File: config.mk
export PLATFORM = sky130hd
export DESIGN_NAME = sub1_arb_flat
export DESIGN_NICKNAME = d
export VERILOG_FILES = /design/src/rtl/sub1_pkg.sv /design/src/rtl/sub1_arb_if.sv /design/src/rtl/rr_pick.sv /design/src/rtl/sub1_arb.sv /design/src/flat_wrapper.sv
export SDC_FILE = /design/constraint.sdc
export NUM_CORES = 1
export LEC_CHECK = 0
export ABC_AREA = 1
export ABC_CLOCK_PERIOD_IN_PS = 3300
export BUFFER_PORTS_ARGS = -buffer_cell sky130_fd_sc_hd__buf_2
export CORE_MARGIN = 2
export CORE_UTILIZATION = 25
export CTS_CLUSTER_SIZE = 25
export DETAILED_ROUTE_END_ITERATION = 8
export PLACE_DENSITY = 0.5
export SYNTH_ARGS = -nofsm -noshare
export SYNTH_HDL_FRONTEND = slang
export SYNTH_SLANG_ARGS = --single-unit
File: constraint.sdc
create_clock -name clk -period 3.3 [get_ports clk]
set_input_delay 0.825 -clock clk [delete_from_list [all_inputs] [get_ports clk]]
set_output_delay 0.825 -clock clk [all_outputs]
set_load 0.005 [all_outputs]
File: src/rtl/sub1_pkg.sv
// rtl/sub1_pkg.sv - FSM state type, requester tag type and default parameters for the sub1 arbiter
package sub1_pkg;

  localparam int NREQ_DEF    = 4;
  localparam int DW_DEF      = 32;
  localparam int TIMEOUT_DEF = 255;
  localparam int IDW_DEF     = $clog2(NREQ_DEF);

  typedef enum logic [1:0] {
    IDLE     = 2'd0,
    ISSUE    = 2'd1,
    WAIT_RSP = 2'd2
  } arb_state_t;

  typedef logic [IDW_DEF-1:0] req_id_t;

endpackage

File: src/rtl/sub1_arb_if.sv
// rtl/sub1_arb_if.sv - requester-side and sub1-side signals of the sub1 arbiter
interface sub1_arb_if
  import sub1_pkg::*;
#(
  parameter int NREQ = NREQ_DEF,
  parameter int DW   = DW_DEF
) ();

  localparam int IDW = $clog2(NREQ);

  logic [NREQ-1:0]    req_valid;
  logic [NREQ-1:0]    req_ready;
  logic [NREQ*DW-1:0] req_data;
  logic [NREQ-1:0]    rsp_valid;
  logic [DW-1:0]      rsp_data;
  logic               s_valid;
  logic               s_ready;
  logic [DW-1:0]      s_data;
  logic [IDW-1:0]     s_id;
  logic               s_rsp_valid;
  logic [IDW-1:0]     s_rsp_id;
  logic [DW-1:0]      s_rsp_data;
  logic               busy;
  logic               timeout_err;

  // arbiter view
  modport slave (
    input  req_valid, req_data, s_ready, s_rsp_valid, s_rsp_id, s_rsp_data,
    output req_ready, rsp_valid, rsp_data, s_valid, s_data, s_id, busy, timeout_err
  );

  // requesters plus sub1 view
  modport master (
    output req_valid, req_data, s_ready, s_rsp_valid, s_rsp_id, s_rsp_data,
    input  req_ready, rsp_valid, rsp_data, s_valid, s_data, s_id, busy, timeout_err
  );

endinterface

File: src/rtl/rr_pick.sv
// rtl/rr_pick.sv - round-robin pick: first asserted request scanning upward from ptr, modulo NREQ
module rr_pick
  import sub1_pkg::*;
#(
  parameter int NREQ = NREQ_DEF,
  parameter int IDW  = $clog2(NREQ)
) (
  input  logic [NREQ-1:0] req,
  input  logic [IDW-1:0]  ptr,
  output logic [IDW-1:0]  grant,
  output logic            any_req
);

  logic [IDW:0]   sum;
  logic [IDW-1:0] cand;

  always_comb begin
    grant   = '0;
    any_req = 1'b0;
    sum     = '0;
    cand    = '0;
    for (int i = 0; i < NREQ; i++) begin
      // one extra bit keeps ptr+i from wrapping before the modulo fold
      sum = {1'b0, ptr} + (IDW+1)'(i);
      if (sum >= (IDW+1)'(NREQ))
        sum = sum - (IDW+1)'(NREQ);
      cand = sum[IDW-1:0];
      if (!any_req && req[cand]) begin
        any_req = 1'b1;
        grant   = cand;
      end
    end
  end

endmodule

File: src/rtl/sub1_arb.sv
// rtl/sub1_arb.sv - round-robin arbiter sharing one sub1 instance among NREQ requesters,
// one transaction outstanding, with response-id matching and a response timeout.
module sub1_arb
  import sub1_pkg::*;
#(
  parameter int NREQ    = NREQ_DEF,
  parameter int DW      = DW_DEF,
  parameter int TIMEOUT = TIMEOUT_DEF
) (
  input logic       clk,
  input logic       rst,
  sub1_arb_if.slave bus
);

  localparam int IDW = $clog2(NREQ);
  localparam int CW  = $clog2(TIMEOUT + 1);

  arb_state_t     state, state_nxt;
  logic [IDW-1:0] grant_q, rr_ptr, pick, ptr_nxt;
  logic           any_req;
  logic [DW-1:0]  data_q, pick_data, rsp_data_q;
  logic [CW-1:0]  cnt;
  logic [NREQ-1:0] rsp_valid_q;
  logic           timeout_q;
  logic           accept, issue_done, rsp_hit, tmo_hit;

  rr_pick #(.NREQ(NREQ), .IDW(IDW)) u_pick (
    .req     (bus.req_valid),
    .ptr     (rr_ptr),
    .grant   (pick),
    .any_req (any_req)
  );

  always_comb begin
    pick_data = '0;
    for (int i = 0; i < NREQ; i++)
      if (pick == IDW'(i))
        pick_data = bus.req_data[i*DW +: DW];
  end

  assign ptr_nxt = (pick == IDW'(NREQ - 1)) ? '0 : pick + IDW'(1);

  always_ff @(posedge clk) begin
    if (rst)
      state <= IDLE;
    else
      state <= state_nxt;
  end

  always_comb begin
    state_nxt     = state;
    accept        = 1'b0;
    issue_done    = 1'b0;
    rsp_hit       = 1'b0;
    tmo_hit       = 1'b0;
    bus.req_ready = '0;
    bus.s_valid   = 1'b0;
    bus.busy      = (state != IDLE);
    case (state)
      IDLE: begin
        if (any_req) begin
          accept    = 1'b1;
          state_nxt = ISSUE;
          // a grant made while reset is held would be discarded, so do not advertise it
          if (!rst)
            bus.req_ready[pick] = 1'b1;
        end
      end
      ISSUE: begin
        bus.s_valid = 1'b1;
        if (bus.s_ready) begin
          issue_done = 1'b1;
          state_nxt  = WAIT_RSP;
        end
      end
      WAIT_RSP: begin
        // a matching response beats a timeout landing in the same cycle
        if (bus.s_rsp_valid && bus.s_rsp_id == grant_q) begin
          rsp_hit   = 1'b1;
          state_nxt = IDLE;
        end else if (cnt == CW'(TIMEOUT - 1)) begin
          tmo_hit   = 1'b1;
          state_nxt = IDLE;
        end
      end
      default: state_nxt = IDLE;
    endcase
  end

  always_ff @(posedge clk) begin
    if (rst) begin
      rr_ptr      <= '0;
      grant_q     <= '0;
      data_q      <= '0;
      cnt         <= '0;
      rsp_data_q  <= '0;
      rsp_valid_q <= '0;
      timeout_q   <= 1'b0;
    end else begin
      rsp_valid_q <= '0;
      timeout_q   <= 1'b0;
      if (accept) begin
        grant_q <= pick;
        data_q  <= pick_data;
        rr_ptr  <= ptr_nxt;
      end
      if (issue_done)
        cnt <= '0;
      else if (state == WAIT_RSP)
        cnt <= cnt + CW'(1);
      if (rsp_hit) begin
        rsp_data_q  <= bus.s_rsp_data;
        rsp_valid_q <= NREQ'(1) << grant_q;
      end
      if (tmo_hit)
        timeout_q <= 1'b1;
    end
  end

  assign bus.s_data      = data_q;
  assign bus.s_id        = grant_q;
  assign bus.rsp_data    = rsp_data_q;
  assign bus.rsp_valid   = rsp_valid_q;
  assign bus.timeout_err = timeout_q;

endmodule

File: src/flat_wrapper.sv
// flat-port wrapper written by rule: the top's interface ports become plain ports
module sub1_arb_flat import sub1_pkg::*;
#(
  parameter int NREQ    = NREQ_DEF,
  parameter int DW      = DW_DEF,
  parameter int TIMEOUT = TIMEOUT_DEF
)
  (clk, rst, bus_req_valid, bus_req_data, bus_s_ready, bus_s_rsp_valid, bus_s_rsp_id, bus_s_rsp_data, bus_req_ready, bus_rsp_valid, bus_rsp_data, bus_s_valid, bus_s_data, bus_s_id, bus_busy, bus_timeout_err);
  sub1_arb_if #(.NREQ(NREQ), .DW(DW)) bus_i ();
  input logic clk;
  input logic rst;
  input wire logic [$bits(bus_i.req_valid)-1:0] bus_req_valid;
  input wire logic [$bits(bus_i.req_data)-1:0] bus_req_data;
  input wire logic [$bits(bus_i.s_ready)-1:0] bus_s_ready;
  input wire logic [$bits(bus_i.s_rsp_valid)-1:0] bus_s_rsp_valid;
  input wire logic [$bits(bus_i.s_rsp_id)-1:0] bus_s_rsp_id;
  input wire logic [$bits(bus_i.s_rsp_data)-1:0] bus_s_rsp_data;
  output wire logic [$bits(bus_i.req_ready)-1:0] bus_req_ready;
  output wire logic [$bits(bus_i.rsp_valid)-1:0] bus_rsp_valid;
  output wire logic [$bits(bus_i.rsp_data)-1:0] bus_rsp_data;
  output wire logic [$bits(bus_i.s_valid)-1:0] bus_s_valid;
  output wire logic [$bits(bus_i.s_data)-1:0] bus_s_data;
  output wire logic [$bits(bus_i.s_id)-1:0] bus_s_id;
  output wire logic [$bits(bus_i.busy)-1:0] bus_busy;
  output wire logic [$bits(bus_i.timeout_err)-1:0] bus_timeout_err;
  assign bus_i.req_valid = bus_req_valid;
  assign bus_i.req_data = bus_req_data;
  assign bus_i.s_ready = bus_s_ready;
  assign bus_i.s_rsp_valid = bus_s_rsp_valid;
  assign bus_i.s_rsp_id = bus_s_rsp_id;
  assign bus_i.s_rsp_data = bus_s_rsp_data;
  assign bus_req_ready = bus_i.req_ready;
  assign bus_rsp_valid = bus_i.rsp_valid;
  assign bus_rsp_data = bus_i.rsp_data;
  assign bus_s_valid = bus_i.s_valid;
  assign bus_s_data = bus_i.s_data;
  assign bus_s_id = bus_i.s_id;
  assign bus_busy = bus_i.busy;
  assign bus_timeout_err = bus_i.timeout_err;
  sub1_arb #(.NREQ(NREQ), .DW(DW), .TIMEOUT(TIMEOUT)) u_core (.clk(clk), .rst(rst), .bus(bus_i));
endmodule
Word-level counts from Yosys, hierarchy flattened

Index checks and enable logic that the tools add are counted.

Register bits after elaboration: 83
Latch bits: 0
RAM bits: 0
Bits in read-only memories: 0
Bits of input ports: 170
Output and inout bits: 77
Word-level logic and storage cells: 99
Memories: 0

$add $sub $neg: 9
Multiply operators: 0
Divide/modulo/power cells: 0
$lt $le $gt $ge: 10
Equality and inequality tests: 10
Shift operators: 1
Multiplexer cells: 46
Bitwise operators: 1
Reductions and logical operators: 14

Operators with widths:

| kind                                                               | number |
|---|---|
| 2-to-1 mux 32 bit                                                  | 4 |
| 2-to-1 mux 2 bit                                                   | 13 |
| 2-to-1 mux 1 bit                                                   | 20 |
| less-than comparator 2 x 3 -> 1 bit (second input constant)        | 5 |
| 2-to-1 mux 4 bit                                                   | 3 |
| greater-or-equal comparator 3 bit (second input constant)          | 3 |
| adder 8 x 1 -> 8 bit (second input constant)                       | 1 |
| binary-select mux 1 bit (select 2 bit)                             | 4 |
| equality test 8 bit (second input constant)                        | 1 |
| subtractor 2 x 1 -> 2 bit (second input constant)                  | 4 |
| adder 2 x 2 -> 3 bit (second input constant)                       | 2 |
| equality test 2 bit (second input constant)                        | 3 |
| one-hot mux 2 bit (3 select lines)                                 | 1 |
| logical AND 1 bit                                                  | 5 |
| equality test 2 x 1 -> 1 bit (second input constant)               | 2 |
| zero test 2 bit                                                    | 2 |
| OR reduction 2 bit                                                 | 2 |
| left shift 1 x 2 -> 4 bit (first input constant)                   | 1 |
| adder 2 x 1 -> 3 bit (second input constant)                       | 1 |
| greater-or-equal comparator 2 x 3 -> 1 bit (second input constant) | 1 |
| zero test 1 bit                                                    | 3 |
| inequality test 3 x 1 -> 1 bit (second input constant)             | 1 |
| AND reduction 3 bit                                                | 1 |
| adder 2 x 1 -> 2 bit (second input constant)                       | 1 |
| 7 further kinds                                                    | 7 |

Logic depth before layout (Yosys ltp)

Depth after elaboration: 21
Depth in mapped cells: 22
Gate-level depth less buffers: 20

Modules after synthesis

A second synthesis with hierarchy kept.

Cells, all modules: 852
Area total of the unflattened synthesis: 5008.6 sq um

Modules (own cells, without submodules):

| module   | instances | cells each | area an instance (sq um) | sequential area each (sq um) |
|---|---|---|---|---|
| sub1_arb | 1         | 793        | 4689.5                   | 1661.6 |
| rr_pick  | 1         | 59         | 319.1                    | 0.0 |

Least setup slack after synthesis

Ideal clock, no wire load.

Path type: in2out
Start point: in bus_req_valid[3]
End point: out bus_req_ready[3]
Arrival: 2.328 ns
Required time: 2.475 ns
Setup slack: 0.147 ns
Stages on the path: 13
Path buffers: 2
Cell sequence: inv_1 -> nand2_1 -> nand3_1 -> nand2_2 -> nor2_4 -> nand3_2 -> nand2_1 -> inv_1 -> ha_1 -> clkbuf_1 -> inv_1 -> clkbuf_1 -> nor2_1

Longest elaborated chain between the ends: 19
Elaborated cells between the ends (all ways): 30
Classes of those cells: order compare: 2; mux: 21; reduce/logical: 7

Ends and longest elaborated chain:

| what                                                                                                                    | line               | text |
|---|---|---|
| start, declared                                                                                                         | flat_wrapper.sv:12 | `input wire logic [$bits(bus_i.req_valid)-1:0] bus_req_valid;` |
| binary-select mux 1 bit (select 2 bit)                                                                                  | rr_pick.sv:28      | `if (!any_req && req[cand]) begin` |
| 2-to-1 mux 1 bit (implied by the code)                                                                                  | rr_pick.sv:28      |  |
| 2-to-1 mux 1 bit                                                                                                        | rr_pick.sv:28      |  |
| zero test 1 bit                                                                                                         | rr_pick.sv:28      |  |
| logical AND 1 bit                                                                                                       | rr_pick.sv:28      |  |
| 2-to-1 mux 1 bit                                                                                                        | rr_pick.sv:28      |  |
| zero test 1 bit                                                                                                         | rr_pick.sv:28      |  |
| logical AND 1 bit                                                                                                       | rr_pick.sv:28      |  |
| [4 not listed]                                                                                                          | n/a                |  |
| named net u_core.pick[0]                                                                                                | sub1_arb.sv:19     | `logic [IDW-1:0] grant_q, rr_ptr, pick, ptr_nxt;` |
| less-than comparator 2 x 3 -> 1 bit (implied by the code) or greater-or-equal comparator 2 x 1 -> 1 bit (tied branches) | sub1_arb.sv:66     | `bus.req_ready[pick] = 1'b1;` |
| logical AND 1 bit (implied by the code)                                                                                 | sub1_arb.sv:66     |  |
| 2-to-1 mux 1 bit (implied by the code)                                                                                  | sub1_arb.sv:66     |  |
| demux 1 bit (select 2 bit) (*)                                                                                          | n/a                |  |
| 2-to-1 mux 4 bit (*)                                                                                                    | sub1_arb.sv:65     | `if (!rst)` |
| 2-to-1 mux 4 bit (*)                                                                                                    | sub1_arb.sv:61     | `if (any_req) begin` |
| 2-to-1 mux 4 bit (*)                                                                                                    | sub1_arb.sv:59     | `case (state)` |
| end, declared                                                                                                           | flat_wrapper.sv:18 | `output wire logic [$bits(bus_i.req_ready)-1:0] bus_req_ready;` |

The timed path passes the listed nets; every way through them passes the cells marked *. The select of a mux whose other input is x is not followed.

Worst setup path in the final report

Start point: in bus_req_valid[1]
End point: out bus_req_ready[2]

Same word-level chain as after synthesis.

==> reports/metrics.cfg <==
[cts]
root_buffer=clkbuf_16
cts_buffers=9
h-tree-depth=3
ctsResizeCount=0
clk_pin_slew_ps=60
cts_buffer_depth=2
cts_setup_buffers=0
numClockSinks=83
ctsHoldBuffers=0
cts_tree=yes
clk_latency_ps=340

[setup_path]
endpoint_kind=output port
crit_chain=buf_2, inv_1, nand2_1, nand3_1, nand2_2, nor2_4, nand3_1, nand3_1, nand2_2, inv_1, ha_1, inv_1, nor2_1, buf_2
rr_worst_depth=15
worstPathRequired_ps=2470
crit_type=in -> out
critical_path_peak_fanout=4
cpMaxStageDelayCell=ha_1
cp_top_family=simple AND/OR/NAND/NOR gates
crit_path_start_kind=input pin
cp_num_buf_inv=5
arrival_ps=2220
worst-path-stages=14
crit_path_max_incr_delay_ps=170

[flow_run]
cap_violations=0

[global_route]
grt-ovfl-total=0
grt_max_degree=39
grt_pass1_wl_microns=24080
grt_antenna_before_repair=0
globalRouteTotalUtil=0.1649
grt_pass1_vias=4744

[final_layout]
area_growth_pct=40.07
antenna_cells=0
fin_util=0.3542
seqCellArea_sq_um=1663
layout.nets=1078
final_cell_mix=nand2_1, buf_2, nor2_1, dfxtp_1, a21oi_1
nFillCells=1922
drive_gt1_frac=0.3230
final_common_cell=nand2_1
multi_input_area_sq_um=2337

[timing]
period_share=0.9215
finalHoldViolCount=0
rsz0062_at_grt=false
slew_headroom=0.3899
finalSetupViolCount=0
max_freq_ghz=0.3288
worstMarginPinSlew_ps=909.5
period_minus_slack_ps=3041
drv_slew=0
skew_ps=7.483
fin_tns_setup_ps=0

[logic_synthesis]
synth_area_sq_um=4328
seq_area_frac_synth=0.3839
synthTopCellsByArea=dfxtp_1, nand2_1, a21oi_1
synth_nets=848
syn_avg_cell_area_sq_um=6.440
synth_top_area_frac=0.3839
ys_warn_count=0
synthCells=672
synth_cell_types=28
ys_ff_latch=83
synth_area_leader_cell=dfxtp_1

[die]
dieArea_sq_um=18380
start_util=0.2529
design.core.area_sq_um=17120
io_pins=247
fp-row-count=48
die_h_microns=135.6
die_x_microns=135.6

[route]
drcViolationCount=0
ant_nets=0
avgRoutedWirePerCell_microns=13.43
dr.pass1.iters=4
viasPerCell=4.385
dr_total_vias=4964
totalWireLength_microns=15210
drtIter0Drc=148

[worst_hold_path]
holdPathStages=2
hold_path.class=reg -> reg

[pwr]
power_leakage_nw=3.102
peakVddDrop_mv=0.4751
pwr_density_cell_nw_per_um2=1005

[placed_design]
io_buffers=246
gp_congestion=0.8117
dpl.hpwl_microns=11420

[status]
status=finished clean

==> synth_stat cells <==
master,number
ha_1,6
buf_6,7
clkinv_1,1
nand3_2,1
a21oi_1,72
nand4_1,2
nor3_1,2
dfxtp_1,83
xor2_1,1
clkbuf_1,25
nor2_4,1
nand2_2,4
buf_1,4
nand2_4,1
inv_1,27
o21ai_0,28
inv_2,2
o211ai_1,32
nand2_1,253
nor2_1,86
or2_2,1
inv_4,1
o21ai_1,9
a21oi_2,1
and2_1,1
nand3_1,12
buf_2,6
xnor2_1,3
==> cell type report <==
class | count | share of cell area
Clock buffer | 9 | 0.03715
Sequential cell | 83 | 0.2743
Tap cell | 225 | 0.04644
Inverter | 31 | 0.01961
Clock inverter | 7 | 0.01321
Multi-Input combinational cell | 516 | 0.3856
Timing Repair Buffer | 261 | 0.2237
==> kinds of logic after synthesis <==
family | share of synthesized area
buffers and inverters | 0.07777
AND/OR/NAND/NOR | 0.3293
AO/OA/AOI/OAI | 0.1836
adder cells (fa/ha/maj) | 0.01735
XOR/XNOR | 0.008096
flip-flops | 0.3839
==> worst register-to-register path: stages, from the launching register on <==
cell and delay (ps):
dfxtp_2 420, inv_2 120, nand2_1 70, nand2_1 100
o21ai_0 260, nand3_2 150, nand2_1 140, inv_1 70
ha_2 220, buf_4 230, a21oi_1 180, nand2_1 90
o211ai_1 80, nand2_1 70, o21ai_0 200, nor2_1 60
==> stage by stage <==
stage / area, sq um / cells / worst slack [ps] / hold WS (ps) / total power (W)
floorplan: 4328 / 672 / 146.9 / 420.8 / 0.003960
global placement: 5751 / 1116 / 213.7 / 430.5 / 0.005118
detailed placement: 5751 / 1116 / 205.9 / 444.3 / 0.005091
CTS: 6056 / 1132 / 124.1 / 454.3 / 0.006186
global route: 6062 / 1132 / 42.08 / 478.7 / 0.006776
finish: 6062 / 1132 / 259.0 / 446.7 / 0.006091
==> registers in the layout, indices dropped and copies added, names as in the netlist <==
register                count
u_core.cnt                  8
u_core.bus.timeout_err      1
u_core.state                2
u_core.bus.rsp_data        32
u_core.bus.rsp_valid        4
u_core.bus.s_data          32
u_core.bus.s_id             2
u_core.rr_ptr               2
==> where the power goes <==
part           internal (W)  switching [W]  total (W)  leakage [nW]
registers           0.00119       0.000118    0.00131         0.678
logic               0.00139        0.00235    0.00374          2.27
clock network      0.000599       0.000445    0.00104         0.149
==> per-layer routing <==
layer  wire [microns]  share of wire  GRT usage
met3             1277          0.084    0.04153
met5                0              0          0
met1             6914           0.45     0.2115
met4              246          0.016    0.05613
met2             6768           0.45     0.2696
==> path summary, 6_finish.rpt <==
| path | from | to | slack, ps |
|---|---|---|---|
| setup / recovery | bus_req_valid[1] | bus_req_ready[2] | 260 |
| hold / removal | u_core.cnt[5]$_SDFFE_PP0N_ | u_core.cnt[5]$_SDFFE_PP0N_ | 450 |
| setup reg to reg | u_core.rr_ptr[0]$_SDFFE_PP0P_ | u_core.bus.s_data[19]$_SDFFE_PP0P_ | 740 |
| hold reg to reg | u_core.cnt[5]$_SDFFE_PP0N_ | u_core.cnt[5]$_SDFFE_PP0N_ | 450 |
(Power assumes the default switching activity.)
